<file path="src/rtl/serial_adder_acc.sv">
// serial_adder_acc: chunked-I/O bit-serial add/sub/accumulate unit with valid/ready ports
module serial_adder_acc #(
  parameter int WIDTH = 8,
  parameter int CHUNK = 4
) (
  input  logic             clk,
  input  logic             reset,
  input  logic             in_valid,
  output logic             in_ready,
  input  logic [CHUNK-1:0] in_data,
  input  logic [1:0]       op,
  output logic             out_valid,
  input  logic             out_ready,
  output logic [CHUNK-1:0] out_data,
  output logic             carry_out,
  output logic             busy
);
  localparam int NCH = WIDTH / CHUNK;
  localparam int CW = $clog2(WIDTH) + 1;
  localparam logic [CW-1:0] BEAT_LAST = CW'(NCH - 1);
  localparam logic [CW-1:0] BIT_LAST = CW'(WIDTH - 1);
  localparam logic [1:0] SUB = 2'b01, ACC = 2'b10, CLR = 2'b11;
  typedef enum logic [1:0] {LOAD_A, LOAD_B, CALC, EMIT} state_t;
  state_t state, state_nx;
  logic [CW-1:0] cnt;
  logic [WIDTH-1:0] a, b, r, acc;
  logic [1:0] op_q, op_cur;
  logic c, c_nx, s, bx, in_fire, out_fire, last_beat, clr;
  always_comb begin
    in_ready = state == LOAD_A || state == LOAD_B;
    out_valid = state == EMIT;
    in_fire = in_valid && in_ready;
    out_fire = out_valid && out_ready;
    last_beat = cnt == BEAT_LAST;
    busy = !(state == LOAD_A && cnt == '0);
    out_data = out_valid ? r[CHUNK-1:0] : '0;
    op_cur = cnt == '0 ? op : op_q;
    clr = state == LOAD_A && in_fire && cnt == '0 && op == CLR;
    bx = b[0] ^ (op_q == SUB);
    s = a[0] ^ bx ^ c;
    c_nx = (a[0] & bx) | ((a[0] ^ bx) & c);
    state_nx = state;
    case (state)
      LOAD_A: if (in_fire && !clr && last_beat) state_nx = op_cur == ACC ? CALC : LOAD_B;
      LOAD_B: if (in_fire && last_beat) state_nx = CALC;
      CALC:   if (cnt == BIT_LAST) state_nx = EMIT;
      EMIT:   if (out_fire && last_beat) state_nx = LOAD_A;
    endcase
  end
  always_ff @(posedge clk) begin
    if (reset) begin
      state <= LOAD_A;
      cnt <= '0;
      acc <= '0;
      a <= '0;
      b <= '0;
      r <= '0;
      c <= 1'b0;
      op_q <= '0;
      carry_out <= 1'b0;
    end else begin
      state <= state_nx;
      case (state)
        LOAD_A: if (in_fire) begin
          if (cnt == '0) op_q <= op;
          if (clr) acc <= '0;
          else begin
            a <= (a >> CHUNK) | (WIDTH'(in_data) << (WIDTH - CHUNK));
            cnt <= last_beat ? '0 : cnt + CW'(1);
            c <= 1'b0;
            if (last_beat && op_cur == ACC) b <= acc;
          end
        end
        LOAD_B: if (in_fire) begin
          b <= (b >> CHUNK) | (WIDTH'(in_data) << (WIDTH - CHUNK));
          cnt <= last_beat ? '0 : cnt + CW'(1);
          c <= op_q == SUB;
        end
        CALC: begin
          a <= a >> 1;
          b <= b >> 1;
          c <= c_nx;
          r <= {s, r[WIDTH-1:1]};
          cnt <= cnt == BIT_LAST ? '0 : cnt + CW'(1);
          if (cnt == BIT_LAST) begin
            carry_out <= c_nx;
            if (op_q == ACC) acc <= {s, r[WIDTH-1:1]};
          end
        end
        EMIT: if (out_fire) begin
          r <= r >> CHUNK;
          cnt <= last_beat ? '0 : cnt + CW'(1);
        end
      endcase
    end
  end
endmodule

</file>
<file path="config.mk">
export PLATFORM = sky130hd
export DESIGN_NAME = serial_adder_acc
export DESIGN_NICKNAME = d
export VERILOG_FILES = /design/src/rtl/serial_adder_acc.sv
export SDC_FILE = /design/constraint.sdc
export NUM_CORES = 1
export LEC_CHECK = 0
export ABC_CLOCK_PERIOD_IN_PS = 2800
export CAP_MARGIN = 5
export CORE_ASPECT_RATIO = 0.9
export CORE_MARGIN = 2
export CORE_UTILIZATION = 57
export DETAILED_ROUTE_END_ITERATION = 6
export GPL_TIMING_DRIVEN = 0
export PLACE_DENSITY = 0.78
export SLEW_MARGIN = 20
export SYNTH_ARGS = -nofsm -noshare
export SYNTH_HDL_FRONTEND = slang
export SYNTH_SLANG_ARGS = --single-unit
export TNS_END_PERCENT = 10
</file>
<file path="constraint.sdc">
create_clock -name clk -period 2.8 [get_ports clk]
set_input_delay 0.56 -clock clk [delete_from_list [all_inputs] [get_ports clk]]
set_output_delay 0.56 -clock clk [all_outputs]
set_load 0.01 [all_outputs]
</file>
==> summary.md, run 1 <==
| Metric | Value |
|---|---|
| Diode count | `0` |
| Worst Hold End | `c` |
| FF-to-FF Start | `cnt[0]` |
| Clock Skews | `about 3.1 ps` |
| Largest net degree at the start of global routing | `13` |
| Crit path cell chain | `ha_1 -> buf_1 -> and2_1 -> clkdlybuf4s50_1` |
| Synth area leader | `dfxtp_1` |
| Post-Syn Nets | `around 270` |
| Reg2reg setup slack | `320 ps` |
| Worst hold start | `c` |
| Setup CP Type | `reg2out` |
| Library cells used by synthesis | `39` |
| RD Place Congestion | `0.802` |
| Tmin final | `2640 ps` |
| PortBufs | `16` |
| DP HPWL | `approximately 3500 microns` |
| Drt pass-1 iters | `4` |
| Synth warnings | `0` |
| Data required, critical path | `between 2000 and 2500 ps` |
| Mapped Cells | `around 250` |
| Setup crit start kind | `flop` |
| Remaining DRCs | `0` |
| TNS Setup | `0 ps` |
| GR Layer Usage met2 | `about 37%` |
| Core area | `approximately 3700 sq um` |
| All-Layer GR Usage | `24.1%` |
| Share of cells above drive strength 1 | `between 6 and 7%` |
| FF-to-FF End | `b[7]` |
| Row cnt | `21` |
| Top post-synthesis cells by area | `dfxtp_1, mux2i_1, nor2_1` |
| DR vias | `approximately 1900` |
| EDFF count, synth | `0` |
| Worst hold path cell count | `2` |
| Worst-Margin Slew | `between 700 and 800 ps` |
| Max_cap viols | `0` |
| Grt ovf | `0` |
| Clock-pin slew on the worst setup and hold paths | `~80 ps` |
| TritonCTS clock tree | `done` |
| Layout area overhead | `14.6%` |
| Cell Area, Synth | `between 2000 and 2500 sq um` |
| H-tree depth | `2` |
| Final core utilization | `roughly 68%` |
| Vias in the first global route | `1784` |
| Mapped Avg Cell Area | `8.78 sq um` |
| Final period utilization | `between 90% and 100%` |
| Die Span X | `approximately 70 microns` |
| Drt wl/cell | `about 15 microns` |
| Resized Gates After CTS | `0` |
| Initial DRC count | `roughly 160` |
| M3 GR Usage | `under 10%` |
| Peak VDD IR | `approximately 560 uV` |
| Antenna violations before repair | `0` |
| Top-count cell post-synth | `nor2_1` |
| Slew Limit Headroom | `52.9%` |
| Worst Path Arrival | `2080 ps` |
| Leak | `0.942 nW` |
| IO Pins | `18` |
| Worst-case reg-to-reg path depth | `7` |
| Synth async-reset ratio | `0%` |
| CP max stage cell | `clkdlybuf4s50_1` |
| Slew Viols, Final | `0` |
| Clock Path Buffers | `2` |
| Synthesized flop and latch total | `between 40 and 50` |
| Root buf cell | `clkbuf_8` |
| RSZ-0062 raised after global routing | `false` |
| Vias/cell | `just under 6` |
| Final WL | `between 4000 and 5000 microns` |
| Worst skew pair latency | `290 ps` |
| Fin. Hold Viols | `0` |
| Final Setup Violations | `0` |
| Crit path max fanout | `10` |
| GR peak layer | `met2` |
| Sequential area share after synthesis | `approximately 38%` |
| Postcts setup bufs | `0` |
| Grt met1 use | `34.1%` |
| PwrDens | `around 890 nW/um^2` |
| Fillers | `between 300 and 400` |
| Final Net Count | `~300` |
| Share of the synthesized area in the top cell type | `37.9%` |
| Area of the die | `roughly 4400 sq um` |
| Post-CTS Hold Buffers | `0` |
| CP endpoint kind | `output port` |
| Remaining antenna violation count | `0` |
| Clock sinks | `42` |
| Status | `completed` |
| Starting density of the core | `roughly 60%` |
| First-pass GRT wire length | `between 8000 and 9000 microns` |
| Worst hold-check path type | `reg2reg` |
| CP peak stage delay | `between 500 and 600 ps` |
| Synth Flop Type | `dfxtp_1` |
| TritonCTS buffer count | `5` |
| Post-synth top cells | `nor2_1, dfxtp_1, mux2i_1, a211oi_1, a21oi_1` |
| Max Clock Freq | `approximately 380 MHz` |
| Die extent in y | `between 60 and 70 microns` |
layout by cell type (no fill, tap or decap), types with 2 or more instances in the layout:
cell and count:
and2_1 12, a211oi_1 14, ha_1 7, clkbuf_8 5
nand2b_1 4, clkbuf_1 12, inv_1 9, a21oi_1 13
clkdlybuf4s50_1 16, nand2_1 5, mux2i_1 31, or3b_2 2
a21o_1 3, nor2b_1 6, nand3_1 3, buf_1 4
o21ai_0 4, nor3_1 2, dfxtp_1 42, a22oi_1 11
nor3b_1 2, nor2_1 50
where the power goes:
part | leakage [nW] | total, mW | switching (mW) | internal (mW)
Clock | 0.0524 | 0.476 | 0.209 | 0.267
Sequential | 0.341 | 0.796 | 0.0870 | 0.709
Combinational | 0.548 | 0.992 | 0.587 | 0.405
layer usage:
layer / vias to the layer above / wire, microns
met5: - / 0
met4: 0 / 48
met3: 7 / 238
met2: 43 / 2170
met1: 882 / 2470
li1: 939 / -
worst max-delay path, delay by kind of cell, from the launching register on:
kind / cells / cell delay, ps
buffers and inverters: 2 / 950
DFF: 1 / 380
and+or+nand+nor: 1 / 200
adders and majority gates: 1 / 250
sequential cells by signal, indices dropped and copies added (netlist names):
signal and flops:
a 8, acc 8, b 8, r 8, cnt 4, op_q 2, state 2, c 1
carry_out 1
layout make-up:
cell class              instances  area [sq um]  share of cell area [%]
multi-input cells             188          1290                    50.8
flip-flops and latches         42           841                    33.0
repair buffers                 16           160                    6.29
clock buffers                   7          76.3                    3.00
well taps                      46          57.6                    2.26
plain buffers                  14          52.6                    2.06
inverters                       9          33.8                    1.33
clock inverters                 1          30.0                    1.18
cells by family after synthesis:
| group | after synthesis | synth area share [%] |
|---|---|---|
| xor gates and xnor gates | 1 | 0.394 |
| buffers and inverters | 23 | 3.89 |
| muxes | 32 | 14.6 |
| AOI/OAI and AO/OA | 54 | 17.4 |
| DFF | 42 | 37.9 |
| adders and majority gates | 8 | 4.84 |
| and+or+nand+nor | 93 | 21.0 |
how the worst max path moves through the flow:
stage | start | endpoint
2_1_floorplan | cnt[0] | b[0]
5_1_grt | state[1] | out_data[0]
4_1_cts | state[1] | out_data[0]
3_5_place_dp | in_valid | b[6]
6_report | state[1] | out_data[0]
3_3_place_gp | in_valid | b[6]
through the flow:
step                power [mW]  area [sq um]  std cells  setup slack (ps)  hold WS [ps]
global route              2.44          2540        323              29.7           483
floorplan                 1.53          2220        253               744           436
finish                    2.26          2540        323               160           467
global placement          1.77          2440        315               145           447
CTS                       2.26          2540        323               138           467
detailed placement        1.79          2440        315               129           455
No activity file was read; power rests on OpenSTA's default activity.
==> run 2, diff against run 1 <==
--- a/config.mk
+++ b/config.mk
@@ -5,14 +5,14 @@
 export SDC_FILE = /design/constraint.sdc
 export NUM_CORES = 1
 export LEC_CHECK = 0
-export ABC_CLOCK_PERIOD_IN_PS = 2800
+export ABC_CLOCK_PERIOD_IN_PS = 3200
 export CAP_MARGIN = 5
-export CORE_ASPECT_RATIO = 0.9
+export CORE_ASPECT_RATIO = 1.1
 export CORE_MARGIN = 2
-export CORE_UTILIZATION = 57
+export CORE_UTILIZATION = 62
 export DETAILED_ROUTE_END_ITERATION = 6
 export GPL_TIMING_DRIVEN = 0
-export PLACE_DENSITY = 0.78
+export PLACE_DENSITY = 0.84
 export SLEW_MARGIN = 20
 export SYNTH_ARGS = -nofsm -noshare
 export SYNTH_HDL_FRONTEND = slang
==> constraint.sdc (replaced) <==
create_clock -name clk -period 3.2 [get_ports clk]
set_input_delay 0.64 -clock clk [delete_from_list [all_inputs] [get_ports clk]]
set_output_delay 0.64 -clock clk [all_outputs]
set_load 0.01 [all_outputs]
==> run 2 against run 1 <==
  * Final cell count increased by 0.62%
  * Via count is 0.11% lower
  * Hold slack improved by 8.6 ps
  * Non-clock buffer count stayed put
  * Sequential share of layout area rose by 0.58 points
  * Critical path type unchanged
  * Largest power group unchanged
==> summary.md, run 2 (synthesized netlist as in run 1, its figures left out) <==
| Metric | Value |
|---|---|
| Status | `completed` |
| Final WL | `approximately 4600 microns` |
| Tmin final | `~2800 ps` |
| Worst hold-check path type | `reg2reg` |
| Layout Cells excl Fill | `about 330` |
| Slew Limit Headroom | `54.4%` |
| Switching Share | `~41%` |
| Crit path max fanout | `10` |
| RSZ-0062 raised after global routing | `false` |
| Max Clock Freq | `~360 MHz` |
| Crit path cell chain | `ha_1 -> buf_1 -> and2_1 -> clkdlybuf4s50_1` |
| Gate power share | `47.1%` |
| Largest net degree at the start of global routing | `13` |
| Grt ovf | `0` |
| Total power | `1.82 mW` |
| Peak VDD IR | `roughly 360 uV` |
| Vias in the first global route | `between 1500 and 2000` |
| Postcts setup bufs | `0` |
| Commonest non-fill, non-tap cell in the layout | `nor2_1` |
| TritonCTS clock tree | `done` |
| Root buf cell | `clkbuf_4` |
| Setup crit start kind | `flop` |
| WHS | `476 ps` |
| First-pass GRT wire length | `just under 8000 microns` |
| Diode count | `0` |
| TNS Setup | `0 ps` |
| TritonCTS buffer count | `5` |
| Resized Gates After CTS | `0` |
| Remaining antenna violation count | `0` |
| Drt pass-1 iters | `4` |
| IO Pins | `18` |
| Fin. Hold Viols | `0` |
| Post-CTS Hold Buffers | `0` |
| FF-to-FF Start | `cnt[0]` |
| Core area | `approximately 3400 sq um` |
| Final Setup Violations | `0` |
| Area of the die | `around 4000 sq um` |
| Clock Path Buffers | `2` |
| Row cnt | `22` |
| Placed Cells | `approximately 320` |
| CP max stage cell | `clkdlybuf4s50_1` |
| Fillers | `~280` |
| All-Layer GR Usage | `about 25%` |
| Setup ws final | `between 400 and 500 ps` |
| DR vias | `1869` |
| CP peak stage delay | `approximately 520 ps` |
| PwrDens | `726 nW/um^2` |
| Clock sinks | `42` |
| Final Net Count | `294` |
| Seq pwr share | `about two fifths` |
| Switching Power | `735 uW` |
| Worst Path Arrival | `roughly 2100 ps` |
| Multi-input gate area | `~1300 sq um` |
| Setup CP Type | `reg2out` |
| RD Place Congestion | `about 0.87` |
| P_int | `roughly 1.1 mW` |
| Initial DRC count | `~120` |
| Slew Viols, Final | `0` |
| Clock Skews | `5.35 ps` |
| Vias/cell | `~5.8` |
| Flip-flop and latch area | `between 800 and 900 sq um` |
| Most frequent cells in the layout | `nor2_1, dfxtp_1, mux2i_1` |
| Die Span X | `between 60 and 70 microns` |
| CP endpoint kind | `output port` |
| Max_cap viols | `0` |
| Starting density of the core | `65.6%` |
| Layout area overhead | `12.6%` |
| Die extent in y | `approximately 67 microns` |
| Worst hold start | `c` |
| Worst-Margin Slew | `between 600 and 700 ps` |
| Leak | `a little over 0.9 nW` |
| H-tree depth | `2` |
| Final period utilization | `around 87%` |
| PortBufs | `16` |
| Clk network pwr share | `between 10% and 20%` |
| Drt wl/cell | `roughly 14 microns` |
| DP HPWL | `3490 microns` |
| Reg2reg setup slack | `about 860 ps` |
| Worst skew pair latency | `about 340 ps` |
| DP Worst Slack | `approximately 490 ps` |
| Antenna violations before repair | `0` |
| Remaining DRCs | `0` |
| Data required, critical path | `between 2000 and 3000 ps` |
| CP startpoint | `state[1]` |
| Clock-pin slew on the worst setup and hold paths | `between 100 and 150 ps` |
| Share of cells above drive strength 1 | `between 6 and 7%` |
## run 2: cell count changes in the layout (fill, tap and decap cells not counted)
cell,previous run,this run
clkbuf_1,12,11
clkbuf_4,0,5
clkinv_2,0,1
bufinv_16,1,0
clkbuf_8,5,1
## run 2: cell type report
cell class,count,area share [%]
multi-input cells,188,51.7
flip-flops and latches,42,33.6
repair buffers,16,6.40
well taps,48,2.40
clock buffers,7,2.20
plain buffers,14,2.10
inverters,9,1.35
clock inverters,1,0.200
## run 2: stage by stage
step | cell area, sq um | util [%]
6_report | 2500 | 73.9
5_1_grt | 2500 | 73.9
2_1_floorplan | 2220 | -
4_1_cts | 2500 | 73.9
3_3_place_gp | 2440 | 72.1
3_5_place_dp | 2440 | 72.1
## run 2: routing by layer
layer  part of all wire [%]  global-route usage (%)
met2                     50                    44.0
met1                     45                    30.8
met3                    3.6                    5.24
met5                      0                       0
met4                    1.6                    8.42
## run 2: path summary, 6_finish.rpt
path / cells after the start / end
worst min-delay path: 2 / c
worst max-delay path: 4 / out_data[3]
worst min register to register: 2 / c
worst max register to register: 7 / b[0]
## run 2: worst max-delay path: cells and delay by family, from the launching register on
family / cells / cell delay, ps
flip-flops: 1 / 400
buffers and inverters: 2 / 930
AND/OR/NAND/NOR: 1 / 190
adder cells (fa/ha/maj): 1 / 280
## run 2: power by group through the flow
stage                     Sequential (mW)  Clock, mW  Combinational [mW]
after floorplan                     0.685          0               0.657
after global placement              0.699          0               0.833
after detailed placement            0.706          0               0.850
after CTS                           0.693      0.277               0.854
after global routing                0.708      0.292               0.961
final                               0.695      0.267               0.854
==> run 3, diff against run 2 <==
--- a/config.mk
+++ b/config.mk
@@ -7,7 +7,6 @@
 export LEC_CHECK = 0
 export ABC_CLOCK_PERIOD_IN_PS = 3200
 export CAP_MARGIN = 5
-export CORE_ASPECT_RATIO = 1.1
 export CORE_MARGIN = 2
 export CORE_UTILIZATION = 62
 export DETAILED_ROUTE_END_ITERATION = 6
==> run 3 against run 2 <==
  * Clock skew grew 6.7 ps
  * Non-clock buffer count is the same
  * Core utilization grew 0.40 points
  * Die area is essentially flat
  * Fmax grew 0.75%
==> summary.md, run 3 (synthesized netlist as in run 1, its figures left out) <==
| Metric | Value |
|---|---|
| Status | `completed` |
| Slew Viols, Final | `0` |
| Resized Gates After CTS | `0` |
| Worst Path Arrival | `2120 ps` |
| Switching Share | `~40%` |
| Crit path max-delay family | `buffers and inverters` |
| Remaining DRCs | `0` |
| Clock sinks | `42` |
| IO Pins | `18` |
| Remaining antenna violation count | `0` |
| Placed inst area | `approximately 2400 sq um` |
| Seq pwr share | `a little under two fifths` |
| CP endpoint kind | `output port` |
| Max_cap viols | `0` |
| Vias in the first global route | `about 1700` |
| Final Net Count | `just under 300` |
| Grt met1 use | `about a third` |
| Final core utilization | `~74%` |
| Starting density of the core | `65.5%` |
| CP max stage cell | `clkdlybuf4s50_1` |
| CP peak stage delay | `approximately 520 ps` |
| Commonest non-fill, non-tap cell in the layout | `nor2_1` |
| GR peak layer | `met2` |
| Most frequent cells in the layout | `nor2_1, dfxtp_1, mux2i_1` |
| Row cnt | `21` |
| Leak | `between 0.9 and 1 nW` |
| RD Place Congestion | `roughly 0.9` |
| Fillers | `~270` |
| Postcts setup bufs | `0` |
| Worst-Margin Slew | `~650 ps` |
| RSZ-0062 raised after global routing | `false` |
| Die Span X | `around 64 microns` |
| Layout area overhead | `13.4%` |
| Grt ovf | `0` |
| Final period utilization | `between 80% and 90%` |
| DR vias | `1850` |
| Final WL | `approximately 4700 microns` |
| Area of the die | `4080 sq um` |
| Initial DRC count | `between 150 and 200` |
| Setup crit start kind | `flop` |
| Layout Cells excl Fill | `about 320` |
| Setup CP Type | `reg2out` |
| First-pass GRT wire length | `~8000 microns` |
| Crit path max fanout | `10` |
| PwrDens | `between 700 and 800 nW/um^2` |
| Fin. Hold Viols | `0` |
| Root buf cell | `clkbuf_4` |
| Antenna violations before repair | `0` |
| All-Layer GR Usage | `about 25%` |
| TritonCTS buffer count | `5` |
| Core area | `approximately 3400 sq um` |
| H-tree depth | `2` |
| PortBufs | `16` |
| GR Layer Usage met2 | `a little under 40%` |
| Total power | `around 1.9 mW` |
| Clk network pwr share | `around 17%` |
| Crit path cell chain | `ha_1 -> buf_1 -> and2_1 -> clkdlybuf4s50_1` |
| Peak VDD IR | `approximately 440 uV` |
| Drt pass-1 iters | `4` |
| P_int | `approximately 1.1 mW` |
| Data required, critical path | `around 2600 ps` |
| Worst hold-check path type | `reg2reg` |
| Post-CTS Hold Buffers | `0` |
| Design Area, Final | `between 2000 and 3000 sq um` |
| Vias/cell | `5.73` |
| Die extent in y | `63.9 microns` |
| Tmin final | `roughly 2800 ps` |
| Flip-flop and latch area | `around 840 sq um` |
| DP HPWL | `between 3000 and 4000 microns` |
| Clock Path Buffers | `2` |
| Max Clock Freq | `~360 MHz` |
| Slew Limit Headroom | `56.8%` |
| Diode count | `0` |
| Clock-pin slew on the worst setup and hold paths | `between 100 and 150 ps` |
| Multi-input gate area | `approximately 1300 sq um` |
| Switching Power | `between 700 and 800 uW` |
| Final Setup Violations | `0` |
| TNS Setup | `0 ps` |
| Placed Cells | `~320` |
| Drt wl/cell | `roughly 15 microns` |
| M3 GR Usage | `under 10%` |
| Gate power share | `roughly 46%` |
| Clock Skews | `roughly 12 ps` |
| Worst skew pair latency | `about 350 ps` |
| Largest net degree at the start of global routing | `13` |
| TritonCTS clock tree | `done` |
| Worst Path Buf+Inv | `2` |
| Share of cells above drive strength 1 | `a little over 7%` |
## run 3: changes by cell type in the layout (fill, tap and decap cells not counted)
| cell | change |
|---|---|
| clkbuf_8 | +2 |
| clkbuf_1 | -1 |
| clkinv_2 | -1 |
## run 3: stage by stage
stage / worst slack, ps / hold slack (ps)
after detailed placement: 436 / 454
after global routing: 302 / 494
after CTS: 426 / 471
after global placement: 468 / 449
final: 438 / 473
after floorplan: 1140 / 436
## run 3: tightest hold or removal path, cell delays in order, from the launching register on
cell and delay [ps]:
dfxtp_1 330, nand2_1 50, a21oi_1 50
## run 3: layout make-up
type / instances / share of cell area (%)
well taps: 46 / 2.29
clock buffers: 8 / 3.13
flip-flops and latches: 42 / 33.4
plain buffers: 14 / 2.09
inverters: 9 / 1.34
multi-input cells: 188 / 51.4
repair buffers: 16 / 6.36
## run 3: final timing paths
| kind | start | end | slack (ps) | cells after the start |
|---|---|---|---|---|
| max | state[1] | out_data[3] | 440 | 4 |
| min | c | c | 470 | 2 |
| min reg2reg | c | c | 470 | 2 |
| max reg2reg | cnt[0] | b[7] | 760 | 7 |
## run 3: power by group through the flow
stage | Combinational, mW | Sequential [mW] | Clock (mW)
finish | 0.864 | 0.693 | 0.315
global route | 0.961 | 0.708 | 0.341
CTS | 0.860 | 0.692 | 0.320
detailed placement | 0.856 | 0.704 | 0
global placement | 0.836 | 0.702 | 0
floorplan | 0.657 | 0.685 | 0
## run 3: routing by layer
metal  share of wire (%)  wire (microns)  up-vias
met5                   0               0        -
met4                 1.3              63        0
met3                 5.6             265        6
met2                  44            2070       56
met1                  49            2320      855
li1                    -               -      933
